### src/rtl/bus_pkg.sv
// Shared types and defaults for the 8088-style bus cycle generator.
// Imported by the cycle FSM and its wait timer.
package bus_pkg;

   typedef enum logic [2:0] {
      IDLE,
      T1,
      T2,
      T3,
      TW,
      T4
   } bus_state_t;

   localparam int ADDR_W_DEF   = 20;
   localparam int MAX_WAIT_DEF = 15;

   localparam logic IOM_IO  = 1'b1;
   localparam logic IOM_MEM = 1'b0;

   // Wait counter must hold 0..MAX_WAIT, never narrower than one bit.
   function automatic int cnt_w(input int mw);
      return (mw < 1) ? 1 : $clog2(mw + 1);
   endfunction

endpackage

### src/rtl/bus_wait_timer.sv
// Counts TW states of the current bus cycle.
// tc flags that the wait budget is used up.
module bus_wait_timer
   import bus_pkg::*;
#(
   parameter int MAX_WAIT = MAX_WAIT_DEF
) (
   input  logic clk,
   input  logic reset,
   input  logic clr,
   input  logic en,
   output logic tc
);

   localparam int W = cnt_w(MAX_WAIT);

   logic [W-1:0] count;

   always_ff @(posedge clk) begin
      if (reset || clr) begin
         count <= '0;
      end else if (en && !tc) begin
         count <= count + 1'b1;
      end
   end

   assign tc = (count == W'(MAX_WAIT));

endmodule

### src/rtl/bus_cycle_gen.sv
// 8088-style bus cycle generator: T1/T2/T3/TW/T4 sequencing
// with READY wait states, timeout abort and back-to-back cycles.
module bus_cycle_gen
   import bus_pkg::*;
#(
   parameter int ADDR_W   = ADDR_W_DEF,
   parameter int MAX_WAIT = MAX_WAIT_DEF
) (
   input  logic              CLK,
   input  logic              RESET,
   input  logic              req_valid,
   output logic              req_ready,
   input  logic              req_write,
   input  logic              req_io,
   input  logic [ADDR_W-1:0] req_addr,
   input  logic [7:0]        req_wdata,
   output logic              rsp_valid,
   output logic [7:0]        rsp_rdata,
   output logic              rsp_err,
   output logic              ALE,
   output logic [ADDR_W-1:0] ADDRESS,
   output logic              IOM,
   output logic              RD,
   output logic              WR,
   output logic [7:0]        DATA_OUT,
   output logic              DATA_OE,
   input  logic [7:0]        DATA_IN,
   input  logic              READY
);

   bus_state_t        state;
   bus_state_t        nxt;
   logic [ADDR_W-1:0] addr_q;
   logic [7:0]        wdata_q;
   logic              write_q;
   logic              iom_q;
   logic              hs;
   logic              tc;
   logic              timeout;
   logic              capture;
   logic              active;
   logic              wait_en;

   assign req_ready = !RESET && (state == IDLE || state == T4);
   assign hs        = req_valid && req_ready;
   assign ADDRESS   = addr_q;
   assign IOM       = iom_q;

   always_comb begin
      nxt     = state;
      timeout = 1'b0;
      capture = 1'b0;
      unique case (state)
         IDLE: if (hs) nxt = T1;
         T1:   nxt = T2;
         T2:   nxt = T3;
         T3, TW: begin
            if (READY) begin
               nxt     = T4;
               capture = !write_q;
            end else if (tc) begin
               nxt     = T4;
               timeout = 1'b1;
            end else begin
               nxt = TW;
            end
         end
         T4:   nxt = hs ? T1 : IDLE;
         default: nxt = IDLE;
      endcase
   end

   // Strobes are registered, so decode them from the state being entered.
   assign active  = (nxt == T2) || (nxt == T3) || (nxt == TW);
   assign wait_en = (state == T3 || state == TW) && (nxt == TW);

   bus_wait_timer #(
      .MAX_WAIT(MAX_WAIT)
   ) u_wait (
      .clk  (CLK),
      .reset(RESET),
      .clr  (state == T1),
      .en   (wait_en),
      .tc   (tc)
   );

   always_ff @(posedge CLK) begin
      if (RESET) begin
         state     <= IDLE;
         addr_q    <= '0;
         wdata_q   <= '0;
         write_q   <= 1'b0;
         iom_q     <= IOM_MEM;
         ALE       <= 1'b0;
         RD        <= 1'b1;
         WR        <= 1'b1;
         DATA_OE   <= 1'b0;
         DATA_OUT  <= '0;
         rsp_valid <= 1'b0;
         rsp_err   <= 1'b0;
         rsp_rdata <= '0;
      end else begin
         state <= nxt;
         if (hs) begin
            addr_q  <= req_addr;
            wdata_q <= req_wdata;
            write_q <= req_write;
            iom_q   <= req_io ? IOM_IO : IOM_MEM;
         end
         ALE       <= (nxt == T1);
         RD        <= !(active && !write_q);
         WR        <= !(active && write_q);
         DATA_OE   <= active && write_q;
         DATA_OUT  <= (active && write_q) ? wdata_q : 8'h00;
         rsp_valid <= (nxt == T4);
         rsp_err   <= timeout;
         if (capture) begin
            rsp_rdata <= DATA_IN;
         end
      end
   end

endmodule

### config.mk
export PLATFORM = sky130hd
export DESIGN_NAME = bus_cycle_gen
export DESIGN_NICKNAME = d
export VERILOG_FILES = /design/src/rtl/bus_pkg.sv /design/src/rtl/bus_wait_timer.sv /design/src/rtl/bus_cycle_gen.sv
export SDC_FILE = /design/constraint.sdc
export NUM_CORES = 1
export LEC_CHECK = 0
export ABC_AREA = 1
export BUFFER_PORTS_ARGS = -buffer_cell sky130_fd_sc_hd__buf_2
export CELL_PAD_IN_SITES_DETAIL_PLACEMENT = 1
export CELL_PAD_IN_SITES_GLOBAL_PLACEMENT = 1
export CORE_MARGIN = 2
export CORE_UTILIZATION = 33
export CTS_BUF_LIST = sky130_fd_sc_hd__clkbuf_8 sky130_fd_sc_hd__clkbuf_16
export DETAILED_ROUTE_END_ITERATION = 10
export GPL_ROUTABILITY_DRIVEN = 0
export PLACE_DENSITY = 0.74
export REMOVE_ABC_BUFFERS = 1
export SLEW_MARGIN = 10
export SYNTH_ARGS = -nofsm -noshare
export SYNTH_HDL_FRONTEND = slang
export SYNTH_SLANG_ARGS = --single-unit
### constraint.sdc
create_clock -name CLK -period 1.8 [get_ports CLK]
set_input_delay 0.18 -clock CLK [delete_from_list [all_inputs] [get_ports CLK]]
set_output_delay 0.18 -clock CLK [all_outputs]
set_load 0.05 [all_outputs]
; ---- Word level (Yosys, flattened, before mapping)
; Index checks and enable logic that the tools add are counted.
[word_totals]
output_inout_bits = 44
reg_bits = 59
[op_classes]
bitwise = 2
add_sub_neg = 1
mux = 9
eq_ne = 11
reduce_logical = 20
[ops]
columns = operator, n
row1 = 3-bit one-hot mux with 5 select lines, 1
row2 = 3-bit by 2-bit == test with 1-bit output (second input constant), 4
row3 = 3-bit == test (second input constant), 4
row4 = 1-bit 2-to-1 mux, 7
row5 = 3-bit by 1-bit == test with 1-bit output (second input constant), 2
row6 = 1-bit logical AND, 6
row7 = 1-bit logical NOT, 5
row8 = 1-bit logical OR, 5
row9 = 4-bit by 1-bit adder with 4-bit output (second input constant), 1
row10 = 4-bit == test (second input constant), 1
row11 = 2-bit OR reduction, 2
row12 = 3-bit logical NOT, 1
row13 = 3-bit 2-to-1 mux, 1
row14 = 3-bit OR reduction, 1
row15 = 1-bit inverter, 2

; ---- Logic depth before layout (Yosys ltp)
; Gate-level depths: netlist of run 1.
[depth]
ltp_word = 12
mapped_depth = 8
mapped_depth_nobuf = 8

; ---- Hierarchy
; A second synthesis of run 1 with hierarchy kept.
[hier_totals]
hier_cells = 254
hier_area_um2 = 2095.8
[modules_own_cells]
columns = module, instances, area_per_inst_um2, seq_area_each_um2, cells_each
row1 = bus_cycle_gen, 1, 1895.6, 1101.1, 225
row2 = bus_wait_timer, 1, 200.2, 80.1, 29

; ---- Worst setup path before layout of run 1
; OpenSTA, ideal clock, no wires.
[synth_path]
path_type = reg2reg
start = register u_wait.count[0]
end = register DATA_OUT[0]
path_stages_with_launch = 9
path_slack_ps = 441
setup_time_ps = 64
n_path_buf = 0
t_arrival_ps = 1295
cell_sequence = dfxtp_1 -> ha_1 -> nand3_1 -> nand2_1 -> a21oi_4 -> nand3_2 -> nand2_2 -> nand2_4 -> nor2_1
[synth_via]
elab_chain_cells = 10
elab_cells_between_ends = 12
cone_classes = eq/ne: 4 / mux: 3 / bitwise: 1 / reduce/logical: 4
[synth_lines]
columns = item, line_no
row1 = "start, declared", bus_wait_timer.sv:17  ; logic [W-1:0] count;
row2 = "start signal, assigned", bus_wait_timer.sv:23  ; count <= count + 1'b1;
row3 = 4-bit == test (*), bus_wait_timer.sv:27  ; assign tc = (count == W'(MAX_WAIT));
row4 = 1-bit 2-to-1 mux (*), bus_cycle_gen.sv:61  ; end else if (tc) begin
row5 = 1-bit 2-to-1 mux (*), bus_cycle_gen.sv:58  ; if (READY) begin
row6 = 3-bit one-hot mux with 5 select lines (*), bus_cycle_gen.sv:53  ; unique case (state)
row7 = 3-bit by 2-bit == test with 1-bit output, bus_cycle_gen.sv:74  ; assign active = (nxt == T2) || (nxt == T3) || (nxt == TW);
row8 = 1-bit logical OR, bus_cycle_gen.sv:74
row9 = 1-bit logical OR (*), bus_cycle_gen.sv:74
row10 = 1-bit logical AND (*), bus_cycle_gen.sv:114  ; DATA_OUT <= (active && write_q) ? wdata_q : 8'h00;
row11 = 1-bit inverter (no source line) (*), n/a
row12 = 2-bit OR reduction (no source line) (*), n/a
row13 = "end signal, assigned", bus_cycle_gen.sv:114
row14 = "end, declared", bus_cycle_gen.sv:25  ; output logic [7:0] DATA_OUT,
; Mark *: on every way between the ends. The rest lies on a longest branch, timed or not.
; A chain may end at the register's enable or synchronous reset.

; ---- Worst setup path after layout of run 1
[layout_path]
start = register u_wait.count[0]
end = register DATA_OUT[6]
; The elaborated chain is that of the path after synthesis.

==> flow_metrics.py, run 1 <==
metrics = {
    "worst_hold_path": {
        "worst_hold_path.endpoint": "rsp_err",
        "whs_path_depth": 2,
        "worstHoldStart": "READY",
        "min_path_type": "in2reg",
    },
    "yosys": {
        "synth_top_cell_by_area": "dfxtp_1",
        "yosys.area.top_type_share_pct": 57.18,
        "synth.avg_cell_area_um2": 8.363,
        "syn-instance-count": 247,
        "ys_seq_elements": 59,
        "synth_area_leaders": "dfxtp_1 (57%), nor2_1 (13%), o21ai_0 (9.4%)",
        "ys_types": 23,
        "yosysSeqAreaShare_pct": 57.18,
        "yosys_warnings": 0,
        "synth_area_um2": 2066,
    },
    "cells_and_area": {
        "diodes": 0,
        "area_growth_pct": 34.28,
        "final_util_pct": 46.30,
        "stdcell_count": 419,
        "final_cell_mix": "buf_2 (85), nor2_1 (72), dfxtp_1 (59), o21ai_0 (39), inv_1 (19)",
        "drive_gt1_share_pct": 33.72,
        "final_nets": 383,
        "final_common_cell": "buf_2",
    },
    "setup_path": {
        "critical-path-top-delay-family": "simple AND/OR/NAND/NOR gates",
        "r2r_setup_slack_ns": 0.15,
        "arrival_ns": 1.92,
        "path_max_fanout": 10,
        "slowest_stage": "dfxtp_1",
        "start_kind": "flop",
        "slowest_delay_ns": 0.34,
        "reg2reg_from": "u_wait.count[0]",
        "critPathRequiredTime_ns": 2.07,
        "end_kind": "flop",
        "cp_num_buf_inv": 0,
        "crit_type": "reg2reg",
        "critical_path.startpoint": "u_wait.count[0]",
        "crit_path_cell_trace": "ha_1, nand3_1, nand2_1, a21oi_4, nand3_2, nand2_2, nand2_4, nor2_1",
        "rr_worst_depth": 8,
        "worstReg2RegEnd": "DATA_OUT[6]",
    },
    "status": {
        "status": "complete, no violations",
    },
    "global_routing": {
        "grt_max_degree": 43,
        "grt_pass1_vias": 1949,
        "grt_pass1_wl_um": 9101,
        "antenna_found_initial": 0,
        "grt-ovfl-total": 0,
        "grt.total_usage_pct": 16.28,
    },
    "timing": {
        "slew_violations": 0,
        "relSlewSlack_pct": 63.26,
        "tightest_slew_ns": 0.5454,
        "fin_skew_ns": 0.007711,
        "timing_hold_violations_final": 0,
        "max_freq_mhz": 604.4,
        "setup_violations": 0,
        "fin_crit_sh_pct": 91.92,
        "fin_crit_ns": 1.655,
    },
    "floorplanning": {
        "ioPinCount": 86,
        "dieHeight_um": 83.12,
        "coreArea_um2": 5991,
        "dieArea_um2": 6909,
        "start_util_pct": 34.48,
        "rows": 28,
        "die_x_um": 83.12,
    },
    "routing": {
        "ant_nets": 0,
        "viasPerCell": 4.613,
        "avgRoutedWirePerCell_um": 13.20,
        "num_vias": 1933,
        "remaining_drc_errors": 0,
        "routed_wl_um": 5529,
        "first_pass_iters": 4,
        "initialDrtViolationCount": 55,
    },
    "placement": {
        "dp_hpwl_um": 3705,
        "port_buffers": 85,
        "dp.cells": 400,
    },
    "clock_tree": {
        "cts_root_buffer": "clkbuf_8",
        "cts_tree": "done",
        "clockBufferDepth": 2,
        "htree_levels": 3,
        "cts_sinks": 59,
        "cts_buffers": 9,
        "clk_latency_ns": 0.33,
        "hold_buffers": 0,
        "path_clk_slew_ns": 0.07,
    },
    "power_and_ir_drop": {
        "p_leak_nw": 1.341,
        "ir_worst_vdd_uv": 499.8,
        "power.total_mw": 2.981,
        "powerDensity_nw_per_um2": 1075,
    },
    "job": {
        "maxCapViolations": 0,
    },
}
==> power breakdown <==
group	switching, mW	internal (mW)	total, mW	leakage [nW]
Sequential	0.0386	1.38	1.42	0.481
Clock	0.495	0.511	1.01	0.0943
Combinational	0.396	0.156	0.552	0.765
Total	0.929	2.05	2.98	1.34
==> repair_timing <==
| action | 4_1_cts | 5_1_grt |
|---|---|---|
| setup endpoints to repair | 0 | 17 |
| gates resized for setup | 0 | 3 |
| setup buffers | 0 | 4 |
==> how the worst max path moves through the flow <==
stage | end | cells past startpoint
after floorplan | ADDRESS[0] | 5
after global placement | DATA_OUT[4] | 8
after detailed placement | DATA_OUT[6] | 8
after CTS | req_ready | 6
after global routing | DATA_OUT[6] | 8
final | DATA_OUT[6] | 8
==> kinds of logic after synthesis <==
group | Yosys count | synth area share (%)
simple gates | 99 | 21.56
xor+xnor | 2 | 0.8481
fa+ha+maj | 1 | 0.6056
flops | 59 | 57.18
compound gates | 56 | 14.11
buf+inv | 30 | 5.693
==> synthesized netlist by cell type <==
master and count:
buf_2 4, nor2_1 72, xor2_1 1, clkbuf_1 6, nor3_4 1, nor4_1 1, inv_1 17, o21ai_1 2
a21oi_4 1, ha_1 1, a21oi_1 14, nand4_4 1, dfxtp_1 59, nand4_1 4, and3_1 1, nand2_2 1
xnor2_1 1, nand2_4 2, inv_2 3, o21ai_0 39, nand3_2 1, nand2_1 11, nand3_1 4
==> metal layers <==
layer / GRT usage (%) / up-vias / wire (um)
li1: - / 982 / -
met1: 20.78 / 875 / 2536
met2: 24.78 / 73 / 2415
met3: 6.958 / 3 / 536
met4: 5.365 / 0 / 41
met5: 0 / - / 0
==> layout make-up <==
type                    instances  area, um^2
multi-input cells             158       770.7
flip-flops and latches         59        1181
fillers                       774        3217
clock inverters                 5       22.52
well taps                      75       93.84
inverters                      20       77.57
repair buffers                 92       490.5
clock buffers                  10       137.6
==> per-stage QoR <==
stage	cell area (um^2)	setup slack (ns)	hold WS, ns	TNS, ns
final	2774	0.1454	0.03072	0
after global routing	2774	-0.0009470	0.02023	-0.0009470
after CTS	2738	0.07605	0.01401	0
after floorplan	2023	0.1057	0.2524	0
after detailed placement	2577	0.1341	0.3809	0
after global placement	2577	0.1659	0.3838	0
==> state kept, by name, indices dropped and copies added, names as in the netlist <==
name	cells
ADDRESS	20
ALE	1
DATA_OE	1
DATA_OUT	8
IOM	1
RD	1
WR	1
rsp_err	1
rsp_rdata	8
rsp_valid	1
state	3
u_wait.count	4
wdata_q	8
write_q	1
(Power assumes the default switching activity.)
==> inputs of run 2 (changes only) <==
--- a/config.mk
+++ b/config.mk
@@ -10,11 +10,11 @@
 export CELL_PAD_IN_SITES_DETAIL_PLACEMENT = 1
 export CELL_PAD_IN_SITES_GLOBAL_PLACEMENT = 1
 export CORE_MARGIN = 2
-export CORE_UTILIZATION = 33
+export CORE_UTILIZATION = 30
 export CTS_BUF_LIST = sky130_fd_sc_hd__clkbuf_8 sky130_fd_sc_hd__clkbuf_16
 export DETAILED_ROUTE_END_ITERATION = 10
 export GPL_ROUTABILITY_DRIVEN = 0
-export PLACE_DENSITY = 0.74
+export PLACE_DENSITY = 0.7
 export REMOVE_ABC_BUFFERS = 1
 export SLEW_MARGIN = 10
 export SYNTH_ARGS = -nofsm -noshare
==> constraint.sdc (replaced) <==
create_clock -name CLK -period 1.4 [get_ports CLK]
set_input_delay 0.14 -clock CLK [delete_from_list [all_inputs] [get_ports CLK]]
set_output_delay 0.14 -clock CLK [all_outputs]
set_load 0.05 [all_outputs]
==> flow_metrics.py, run 2 (synthesis results as in run 1) <==
metrics = {
    "status": {
        "status": "complete, but fails checks",
        "violations": "negative setup slack",
    },
    "timing": {
        "grt_setup_unrepaired": "true",
        "fin_crit_sh_pct": 103.6,
        "fin_crit_ns": 1.451,
        "fin_skew_ns": 0.007486,
        "slew_violations": 0,
        "max_freq_mhz": 689.3,
        "setup_violations": 28,
        "fin_ws_ns": -0.05067,
        "fin_tns_setup_ns": -0.6057,
        "relSlewSlack_pct": 50.64,
        "timing_hold_violations_final": 0,
        "tightest_slew_ns": 0.7326,
    },
    "cells_and_area": {
        "final_cell_mix": "buf_2 (84), nor2_1 (67), dfxtp_1 (56), inv_1 (17)",
        "final_area_um2": 3119,
        "fill_cells": 813,
        "seq_area_um2": 1187,
        "drive_gt1_share_pct": 43.61,
        "multi_input_area_um2": 873.3,
        "final_common_cell": "buf_2",
        "final_nets": 399,
        "area_growth_pct": 51.00,
        "diodes": 0,
        "largest_reg_flops": 20,
    },
    "floorplanning": {
        "rows": 30,
        "die_x_um": 86.98,
        "dieHeight_um": 86.98,
        "ioPinCount": 86,
        "start_util_pct": 30.74,
        "coreArea_um2": 6719,
        "dieArea_um2": 7566,
    },
    "setup_path": {
        "end_kind": "flop",
        "path_max_fanout": 5,
        "start_kind": "flop",
        "arrival_ns": 1.71,
        "crit_type": "reg2reg",
        "critPathRequiredTime_ns": 1.66,
    },
    "routing": {
        "remaining_drc_errors": 0,
        "avgRoutedWirePerCell_um": 14.19,
        "num_vias": 2079,
        "ant_nets": 0,
        "initialDrtViolationCount": 28,
        "routed_wl_um": 6242,
        "viasPerCell": 4.725,
        "first_pass_iters": 4,
    },
    "clock_tree": {
        "cts_sinks": 59,
        "cts_root_buffer": "clkbuf_8",
        "clockBufferDepth": 2,
        "cts_buffers": 9,
        "clk_latency_ns": 0.33,
        "path_clk_slew_ns": 0.07,
        "cts_tree": "done",
        "htree_levels": 3,
    },
    "power_and_ir_drop": {
        "ir_worst_vdd_uv": 549.1,
        "powerDensity_nw_per_um2": 1351,
        "power.total_mw": 4.214,
        "p_leak_nw": 1.471,
    },
    "global_routing": {
        "grt.total_usage_pct": 16.64,
        "grt-ovfl-total": 0,
        "antenna_found_initial": 0,
        "grt_pass1_wl_um": 9618,
        "grt_pass1_vias": 2106,
        "grt_max_degree": 28,
    },
    "job": {
        "maxCapViolations": 0,
    },
    "placement": {
        "place_area_um2": 2679,
        "dp_hpwl_um": 4097,
        "port_buffers": 85,
    },
    "worst_hold_path": {
        "min_path_type": "in2reg",
    },
}
-- run 2: layout make-up --
class / count / share of cell area, %
well taps: 80 / 3.209
inverters: 20 / 2.888
flip-flops and latches: 59 / 38.07
clock buffers: 10 / 4.412
clock inverters: 5 / 1.725
repair buffers: 106 / 21.42
repair inverters: 1 / 0.2808
multi-input cells: 159 / 28.00
-- run 2: metal layers --
layer  global-route usage [%]  part of all wire [%]  routed length [um]
met1                    19.71                    44                2731
met2                    27.48                    47                2961
met3                    6.066                   8.0                 499
met4                    6.250                  0.79                  49
met5                        0                     0                   0
-- run 2: what timing repair did --
action | CTS | global route
setup endpoints to repair | 39 | 54
hold buffers | 1 | 0
gates resized for setup | 20 | 48
setup buffers | 4 | 1
pin swaps | 2 | 7
hold endpoints to repair | 1 | 0
cloned | 2 | 2
-- run 2: worst paths after layout --
kind	from	to	slack [ns]	depth (start not counted)
worst max-delay path	state[1]	u_wait.count[1]	-0.05	8
worst min-delay path	DATA_IN[0]	rsp_rdata[0]	0.03	3
worst max register to register	state[1]	u_wait.count[1]	-0.05	8
worst min register to register	wdata_q[5]	DATA_OUT[5]	0.44	2
-- run 2: report_power, final --
group	switching [mW]	leakage, nW	internal (mW)
clock	0.668	0.102	0.854
combinational	0.579	0.886	0.284
sequential	0.0491	0.483	1.78
total	1.30	1.47	2.92
-- run 2: critical path, stage by stage, from the launching register on --
cell and delay, ns:
dfxtp_4 0.36, o21ai_2 0.16, buf_4 0.14, nand4_4 0.15, buf_6 0.18, nand3_4 0.09
buf_6 0.12, nand2_1 0.06, a21oi_2 0.12
-- run 2: stage by stage --
step | std cells | util (%) | worst slack (ns) | hold WS (ns)
CTS | 438 | 44.79 | -0.04154 | 0.01159
global route | 440 | 46.42 | -0.1487 | 0.02766
detailed placement | 416 | 39.87 | -0.09044 | 0.3456
global placement | 416 | 39.87 | -0.04241 | 0.3576
finish | 440 | 46.42 | -0.05067 | 0.02815
floorplan | 237 | - | -0.2543 | 0.2124
==> inputs of run 3 (changes only) <==
--- a/config.mk
+++ b/config.mk
@@ -10,11 +10,11 @@
 export CELL_PAD_IN_SITES_DETAIL_PLACEMENT = 1
 export CELL_PAD_IN_SITES_GLOBAL_PLACEMENT = 1
 export CORE_MARGIN = 2
-export CORE_UTILIZATION = 30
+export CORE_UTILIZATION = 33
 export CTS_BUF_LIST = sky130_fd_sc_hd__clkbuf_8 sky130_fd_sc_hd__clkbuf_16
 export DETAILED_ROUTE_END_ITERATION = 10
 export GPL_ROUTABILITY_DRIVEN = 0
-export PLACE_DENSITY = 0.7
+export PLACE_DENSITY = 0.74
 export REMOVE_ABC_BUFFERS = 1
 export SLEW_MARGIN = 10
 export SYNTH_ARGS = -nofsm -noshare
==> constraint.sdc (replaced) <==
create_clock -name CLK -period 1.5 [get_ports CLK]
set_input_delay 0.15 -clock CLK [delete_from_list [all_inputs] [get_ports CLK]]
set_output_delay 0.15 -clock CLK [all_outputs]
set_load 0.05 [all_outputs]
==> flow_metrics.py, run 3 (synthesis results as in run 1) <==
metrics = {
    "clock_tree": {
        "clockBufferDepth": 2,
        "cts_sinks": 59,
        "clk_latency_ns": 0.33,
        "cts_tree": "done",
        "htree_levels": 3,
        "cts_root_buffer": "clkbuf_8",
        "cts_buffers": 9,
        "path_clk_slew_ns": 0.07,
    },
    "cells_and_area": {
        "diodes": 0,
        "final_common_cell": "buf_2",
        "fill_cells": 744,
        "largest_reg_flops": 20,
        "final_nets": 401,
        "area_growth_pct": 55.91,
        "final_cell_mix": "buf_2 (85), nor2_1 (61), dfxtp_1 (55), o21ai_0 (29), inv_1 (15)",
        "drive_gt1_share_pct": 45.18,
    },
    "global_routing": {
        "grtUsageMet3_pct": 5.368,
        "grt_max_degree": 43,
        "grt.total_usage_pct": 18.40,
        "use_met2_pct": 29.84,
        "grt_pass1_wl_um": 10320,
        "grt-ovfl-total": 0,
        "grt_busiest_layer": "met2",
        "grtUsageMet1_pct": 24.16,
        "antenna_found_initial": 0,
        "grt_pass1_vias": 2085,
    },
    "setup_path": {
        "slowest_delay_ns": 0.37,
        "crit_path_cell_trace": "buf_6, nand3_2, nand2_4, buf_6, a21oi_4, nand3_4, nand2_4, nand2_8, nor2_1",
        "crit_type": "reg2reg",
        "critPathRequiredTime_ns": 1.76,
        "path_max_fanout": 5,
        "arrival_ns": 1.80,
        "end_kind": "flop",
        "slowest_stage": "dfxtp_4",
        "start_kind": "flop",
    },
    "routing": {
        "routed_wl_um": 6866,
        "viasPerCell": 4.815,
        "num_vias": 2109,
        "ant_nets": 0,
        "first_pass_iters": 5,
        "avgRoutedWirePerCell_um": 15.68,
        "remaining_drc_errors": 0,
        "initialDrtViolationCount": 30,
    },
    "worst_hold_path": {
        "min_path_type": "in2reg",
    },
    "timing": {
        "max_freq_mhz": 647.2,
        "fin_crit_sh_pct": 103.0,
        "tightest_slew_ns": 0.6603,
        "setup_violations": 5,
        "fin_tns_setup_ns": -0.07282,
        "timing_hold_violations_final": 0,
        "grt_setup_unrepaired": "true",
        "hold_ws_ns": 0.02576,
        "fin_ws_ns": -0.04510,
        "relSlewSlack_pct": 55.52,
        "fin_crit_ns": 1.545,
        "fin_skew_ns": 0.01068,
        "slew_violations": 0,
    },
    "floorplanning": {
        "die_x_um": 83.12,
        "coreArea_um2": 5991,
        "start_util_pct": 34.48,
        "dieArea_um2": 6909,
        "rows": 28,
        "dieHeight_um": 83.12,
        "ioPinCount": 86,
    },
    "status": {
        "violations": "negative setup slack",
        "status": "complete, but fails checks",
    },
    "placement": {
        "port_buffers": 85,
        "dp_hpwl_um": 3928,
    },
    "power_and_ir_drop": {
        "powerDensity_nw_per_um2": 1243,
        "ir_worst_vdd_uv": 567.9,
        "p_leak_nw": 1.483,
    },
    "job": {
        "maxCapViolations": 0,
    },
}
==> run 3: path summary, 6_finish.rpt <==
kind | start | to | slack, ns | depth (start not counted)
setup / recovery | state[0] | DATA_OUT[5] | -0.05 | 9
hold reg to reg | wdata_q[3] | DATA_OUT[3] | 0.44 | 2
hold / removal | DATA_IN[1] | rsp_rdata[1] | 0.03 | 3
setup reg to reg | state[0] | DATA_OUT[5] | -0.05 | 9
==> run 3: timing repair <==
| action | 4_1_cts | 5_1_grt |
|---|---|---|
| pin swaps | 8 | 14 |
| setup buffers | 7 | 3 |
| hold buffers | 1 | 0 |
| gates cloned | 2 | 4 |
| gates resized for setup | 21 | 49 |
| setup endpoints to repair | 35 | 52 |
| endpoints found under the hold margin | 1 | 0 |
==> run 3: layout make-up <==
| cell class | count | area (um^2) | area share (%) |
|---|---|---|---|
| multi-input cells | 160 | 929.6 | 28.87 |
| well taps | 75 | 93.84 | 2.914 |
| repair buffers | 108 | 726.9 | 22.57 |
| inverters | 20 | 82.58 | 2.564 |
| flip-flops and latches | 59 | 1194 | 37.06 |
| clock inverters | 6 | 56.30 | 1.748 |
| clock buffers | 10 | 137.6 | 4.274 |
==> run 3: metrics by stage <==
stage	worst slack (ns)	instances	cell area [um^2]	utilization, %	power [mW]
after floorplan	-0.1643	237	2023	-	2.183
after global placement	-0.07802	405	2615	43.65	2.389
after detailed placement	-0.1028	405	2615	43.65	2.406
after CTS	-0.01092	431	2985	49.83	3.898
after global routing	-0.1152	438	3221	53.76	4.181
final	-0.04510	438	3221	53.76	4.002
==> run 3: power breakdown <==
part,internal [mW],leakage [nW],switching (mW)
clock network,0.798,0.103,0.646
logic,0.285,0.896,0.562
registers,1.66,0.484,0.0512
total,2.74,1.48,1.26
==> run 3: worst max-delay path: cells and delay by family (launching register included) <==
kind,cells,cell delay [ns]
AOI/OAI and AO/OA,1,0.16
buffers and inverters,2,0.26
and+or+nand+nor,6,0.67
DFF,1,0.37
==> run 3: metal layers <==
metal | up-vias | part of all wire, %
li1 | 1026 | -
met1 | 987 | 45
met2 | 87 | 48
met3 | 9 | 6.1
met4 | 0 | 0.87
met5 | - | 0
